`src/rtl/cd_pkg.sv`:
```
// rtl/cd_pkg.sv - shared CDBUS receive definitions
package cd_pkg;

  // One-hot receive state encoding
  typedef enum logic [4:0] {
    WAIT_IDLE = 5'b00001,
    IDLE      = 5'b00010,
    HDR       = 5'b00100,
    PAYLOAD   = 5'b01000,
    CRC       = 5'b10000
  } rx_state_t;

  localparam logic [7:0]  CD_BCAST       = 8'hFF;
  localparam logic [15:0] CD_CRC_RESIDUE = 16'h0000;
  localparam logic [7:0]  CD_HDR_LEN     = 8'd3;

endpackage

```
`src/rtl/rx_frame.sv`:
```
// rtl/rx_frame.sv - CDBUS receive frame assembler into an RX page buffer
module rx_frame
  import cd_pkg::*;
#(
  parameter int MAX_LEN = 253
) (
  input  logic        clk,
  input  logic        reset_n,
  input  logic        promisc,
  input  logic [7:0]  filter,
  input  logic [7:0]  filter_m0,
  input  logic [7:0]  filter_m1,
  input  logic        bus_idle,
  input  logic        rx_break,
  input  logic [7:0]  data,
  input  logic        data_clk,
  input  logic [15:0] crc_data,
  input  logic        buf_avail,
  output logic [7:0]  wr_addr,
  output logic [7:0]  wr_data,
  output logic        wr_en,
  output logic        frame_done,
  output logic [7:0]  frame_len,
  output logic        rx_lost,
  output logic        rx_err,
  output logic        break_det
);

  localparam logic [8:0] MAX_LEN_W = 9'(MAX_LEN);

  rx_state_t  state, state_nxt;
  logic [7:0] idx, idx_nxt;
  logic [7:0] len_r, len_nxt;
  logic       keep, keep_nxt;
  logic       crc_second, crc_second_nxt;
  logic [7:0] wr_addr_nxt, wr_data_nxt, frame_len_nxt;
  logic       wr_en_nxt, frame_done_nxt, rx_lost_nxt, rx_err_nxt;
  logic       dst_match, in_frame;

  assign dst_match = promisc | (data == filter) | (data == CD_BCAST) |
                     (data == filter_m0) | (data == filter_m1);
  assign in_frame  = (state == HDR) | (state == PAYLOAD) | (state == CRC);

  // Next-state and registered-output decode; break outranks truncation, which outranks bytes
  always_comb begin
    state_nxt      = state;
    idx_nxt        = idx;
    len_nxt        = len_r;
    keep_nxt       = keep;
    crc_second_nxt = crc_second;
    wr_en_nxt      = 1'b0;
    wr_addr_nxt    = wr_addr;
    wr_data_nxt    = wr_data;
    frame_done_nxt = 1'b0;
    frame_len_nxt  = frame_len;
    rx_lost_nxt    = 1'b0;
    rx_err_nxt     = 1'b0;
    if (rx_break) begin
      if (in_frame) state_nxt = WAIT_IDLE;
    end else if (in_frame && bus_idle) begin
      rx_err_nxt = 1'b1;
      state_nxt  = IDLE;
    end else begin
      case (state)
        WAIT_IDLE: if (bus_idle) state_nxt = IDLE;
        IDLE: if (data_clk) begin
          keep_nxt       = buf_avail;
          wr_en_nxt      = buf_avail;
          wr_addr_nxt    = 8'd0;
          wr_data_nxt    = data;
          idx_nxt        = 8'd1;
          crc_second_nxt = 1'b0;
          state_nxt      = HDR;
        end
        HDR: if (data_clk) begin
          if (idx == 8'd1) begin
            if (!dst_match) begin
              state_nxt = WAIT_IDLE;
            end else if (!keep) begin
              rx_lost_nxt = 1'b1;
              state_nxt   = WAIT_IDLE;
            end else begin
              wr_en_nxt   = 1'b1;
              wr_addr_nxt = idx;
              wr_data_nxt = data;
              idx_nxt     = 8'd2;
            end
          end else if ({1'b0, data} > MAX_LEN_W) begin
            rx_err_nxt = 1'b1;
            state_nxt  = WAIT_IDLE;
          end else begin
            wr_en_nxt   = keep;
            wr_addr_nxt = idx;
            wr_data_nxt = data;
            len_nxt     = data;
            idx_nxt     = 8'd3;
            state_nxt   = (data == 8'd0) ? CRC : PAYLOAD;
          end
        end
        PAYLOAD: if (data_clk) begin
          wr_en_nxt   = keep;
          wr_addr_nxt = idx;
          wr_data_nxt = data;
          idx_nxt     = idx + 8'd1;
          if (idx == len_r + 8'd2) state_nxt = CRC;
        end
        CRC: if (data_clk) begin
          if (!crc_second) begin
            crc_second_nxt = 1'b1;
          end else begin
            if (crc_data == CD_CRC_RESIDUE) begin
              frame_done_nxt = 1'b1;
              frame_len_nxt  = CD_HDR_LEN + len_r;
            end else begin
              rx_err_nxt = 1'b1;
            end
            state_nxt = WAIT_IDLE;
          end
        end
        default: state_nxt = WAIT_IDLE;
      endcase
    end
  end

  // State and output registers
  always_ff @(posedge clk or negedge reset_n) begin
    if (!reset_n) begin
      state      <= WAIT_IDLE;
      idx        <= 8'd0;
      len_r      <= 8'd0;
      keep       <= 1'b0;
      crc_second <= 1'b0;
      wr_en      <= 1'b0;
      wr_addr    <= 8'd0;
      wr_data    <= 8'd0;
      frame_done <= 1'b0;
      frame_len  <= 8'd0;
      rx_lost    <= 1'b0;
      rx_err     <= 1'b0;
      break_det  <= 1'b0;
    end else begin
      state      <= state_nxt;
      idx        <= idx_nxt;
      len_r      <= len_nxt;
      keep       <= keep_nxt;
      crc_second <= crc_second_nxt;
      wr_en      <= wr_en_nxt;
      wr_addr    <= wr_addr_nxt;
      wr_data    <= wr_data_nxt;
      frame_done <= frame_done_nxt;
      frame_len  <= frame_len_nxt;
      rx_lost    <= rx_lost_nxt;
      rx_err     <= rx_err_nxt;
      break_det  <= rx_break;
    end
  end

endmodule

```
`config.mk`:
```
export PLATFORM = sky130hd
export DESIGN_NAME = rx_frame
export DESIGN_NICKNAME = d
export VERILOG_FILES = /design/src/rtl/cd_pkg.sv /design/src/rtl/rx_frame.sv
export SDC_FILE = /design/constraint.sdc
export NUM_CORES = 1
export LEC_CHECK = 0
export ABC_CLOCK_PERIOD_IN_PS = 3500
export CAP_MARGIN = 20
export CORE_MARGIN = 4
export CORE_UTILIZATION = 40
export CTS_BUF_LIST = sky130_fd_sc_hd__clkbuf_4 sky130_fd_sc_hd__clkbuf_8
export DETAILED_ROUTE_END_ITERATION = 6
export PLACE_DENSITY = 0.67
export SETUP_SLACK_MARGIN = 0.1
export SKIP_CTS_REPAIR_TIMING = 1
export SYNTH_ARGS = -nofsm -noshare
export SYNTH_HDL_FRONTEND = slang
export SYNTH_SLANG_ARGS = --single-unit
```
`constraint.sdc`:
```
create_clock -name clk -period 3.5 [get_ports clk]
set_input_delay 1.05 -clock clk [delete_from_list [all_inputs] [get_ports clk]]
set_output_delay 1.05 -clock clk [all_outputs]
set_load 0.005 [all_outputs]
```
==> metrics.yaml <==
worst_setup_path:
  slowest_stage: "clkdlybuf4s50_1"
  slowest_delay_ps: 510
  crit_path_cell_trace: "clkdlybuf4s50_1 > xor2_1 > nor4_1 > a221oi_1 > buf_4 > a31oi_4 > o21ai_2 > buf_12 > mux2_4"
  required_ps: 3690
  critical_path_class: "input port to flip-flop"
  cp_max_fo: 17
  end_kind: "flip-flop"
  worstPathArrival_ps: 3340
  critPathLaunchType: "input port"
sta:
  maxSlewHeadroom: 0.587
  fmax_mhz: 318
  period_share: 0.900
  rsz0062_at_grt: "no"
  finalSetupTns_ps: 0
  setup_violations: 0
  maxSlewViolCount: 0
  hold_viol: 0
  period_minus_slack_ps: 3150
  worstMarginPinSlew_ps: 617
  clock-skew-final_ps: 5.07
pwr:
  netSwitchingFraction: 0.332
  leakage_uw: 0.00191
  p_switching_uw: 810
  peakVddDrop_mv: 0.351
  power_frac_seq: 0.419
  power.total_uw: 2440
  p_int_uw: 1630
  p_clk_frac: 0.194
  p_per_area_mw_per_mm2: 541
  comb_power_share: 0.387
synthesis:
  synth_top_area_cell: "dfrtp_1"
  syn-num-nets: 408
  avgSynthCellArea_sq_um: 9.61
  synth_top_area_share: 0.382
  ys_seq_area_frac: 0.390
  synth_cells: 348
  yosys-top-cells-area: "dfrtp_1 38%, xor2_1 9.4%, mux2_2 3.7%"
  synth_cell_type_count: 58
  async_flop_share: 1.00
  yosysWarnings: 0
  synth-edff-count: 0
  synth.cell_area_sq_mm: 0.00334
  synth-seq-cells: 52
  synthFlopType: "dfrtp_1"
route:
  routed_wl_mm: 8.76
  vias_per_cell: 5.39
  ant_nets: 0
  dr.first_iter.drc_count: 159
  post-route-drc-count: 0
  vias: 2939
  wl_per_cell_microns: 16.1
  drt_pass1_iterations: 5
grt:
  antenna_found_initial: 0
  grt_overflow: 0
  grtUsageMet1: 0.256
  grt_usage: 0.181
  grt_pass1_vias: 2923
  grt_max_degree: 29
  top_usage_layer: "met2"
  grt_pass1_wl_mm: 14.5
  met2_usage: 0.289
  grt.met3_usage: 0.0337
clocking:
  clockBufferDepth: 2
  clkTransAtPathRegs_ps: 90
  h-tree-depth: 2
  clk_latency_ps: 300
  cts_root_buf: "clkbuf_8"
  tritoncts: "yes"
  cts-buffers-inserted: 5
  numClockSinks: 52
floorplanning:
  die_area_sq_mm: 0.00988
  ios: 84
  rows: 33
  start_util: 0.409
  die_y_microns: 99.4
  die_w_microns: 99.4
  coreArea_sq_mm: 0.00818
run:
  maxCapViolations: 0
place:
  dp_hpwl_mm: 6.90
  placedCellCount: 538
  gp_congestion: 0.856
  io_buffers: 83
cells_and_area:
  stdcell_count: 545
  drive_above_1_share: 0.145
  num_antenna_cells: 0
  areaGrowthSynthToFinish_pct: 34.9
  fin_nets: 500
min_path:
  hp-class: "flip-flop to flip-flop"
run_status:
  run_status: "complete, no violations"
## critical path, delay by kind of cell
kind	cells	cell delay [ps]
buffers and inverters	3	880
AO/OA/AOI/OAI	3	510
AND/OR/NAND/NOR	1	400
multiplexers	1	300
XOR/XNOR	1	200
## worst paths after layout
check                                              start                  endpoint  slack (ps)  cells after the start
worst min register to register  frame_len[6]$_DFFE_PN0P_  frame_len[6]$_DFFE_PN0P_         480                      2
worst min-delay path            frame_len[6]$_DFFE_PN0P_  frame_len[6]$_DFFE_PN0P_         480                      2
worst max register to register        idx[1]$_DFFE_PN0P_    wr_data[3]$_DFFE_PN0P_         770                      8
min in group asynchronous                        reset_n  frame_len[4]$_DFFE_PN0P_         740                      2
worst max-delay path                             data[6]    wr_data[3]$_DFFE_PN0P_         350                      9
max in group asynchronous                        reset_n      state[0]$_DFFE_PN1P_        2470                      2
## cells in the final DEF (no fill, tap or decap), drive strengths merged, types with 7 or more instances in the layout
master	count
nor2	16
o211ai	7
o21ai	25
mux2	19
a21oi	7
inv	19
nand3	13
buf	24
clkdlybuf4s50	82
nand2	32
xnor2	7
xor2	36
mux2i	9
dfrtp	51
nor4	13
## registers in the layout (all words and copies together), names as in the netlist
signal and flops:
wr_en 1, frame_done 1, idx 8, len_r 8, rx_err 1, state 5
wr_data 8, rx_lost 1, keep 1, break_det 1, crc_second 1, frame_len 8
wr_addr 8
## power by group through the flow
stage	Sequential [uW]	Combinational (uW)	Clock [uW]
after floorplan	922	618	0
after global placement	1030	934	0
after detailed placement	1030	947	0
after CTS	1020	956	489
after global routing	1050	1040	513
final	1020	945	473
## metal layers
metal | vias to the layer above | wire, microns
met5 | - | 0
met4 | 0 | 106
met3 | 12 | 600
met2 | 126 | 4080
met1 | 1382 | 3970
li1 | 1419 | -
## cells by family after synthesis
logic type | Yosys count | synth area share
DFF | 52 | 0.390
muxes | 28 | 0.0999
xor gates and xnor gates | 43 | 0.113
buffers and inverters | 40 | 0.0524
adders and majority gates | 5 | 0.0187
AOI/OAI and AO/OA | 69 | 0.144
and+or+nand+nor | 111 | 0.183
## metrics by stage
stage | hold WS, ps | setup slack, ps | area, sq um | util
3_3_place_gp | 464 | 85.1 | 4380 | 0.536
5_1_grt | 509 | 242 | 4510 | 0.552
2_1_floorplan | 473 | 532 | 3340 | -
4_1_cts | 490 | 369 | 4510 | 0.552
6_report | 483 | 351 | 4510 | 0.552
3_5_place_dp | 469 | 49.7 | 4380 | 0.536
## Yosys cell counts, drive strengths merged, types with 9 or more instances
cell    n
mux2i   9
nor2   16
dfrtp  51
o21ai  25
buf    15
xor2   36
nand2  32
mux2   19
inv    19
nor4   13
nand3  13
## area by class of cell
class / count / area (sq um)
tap: 105 / 131
multi-input combinational: 256 / 1870
clock inverter: 2 / 60.1
fill: 755 / 3660
timing repair buffer: 106 / 1010
clock buffer: 5 / 68.8
inverter: 19 / 71.3
sequential: 52 / 1300
Power figures use the tool's default switching activity.
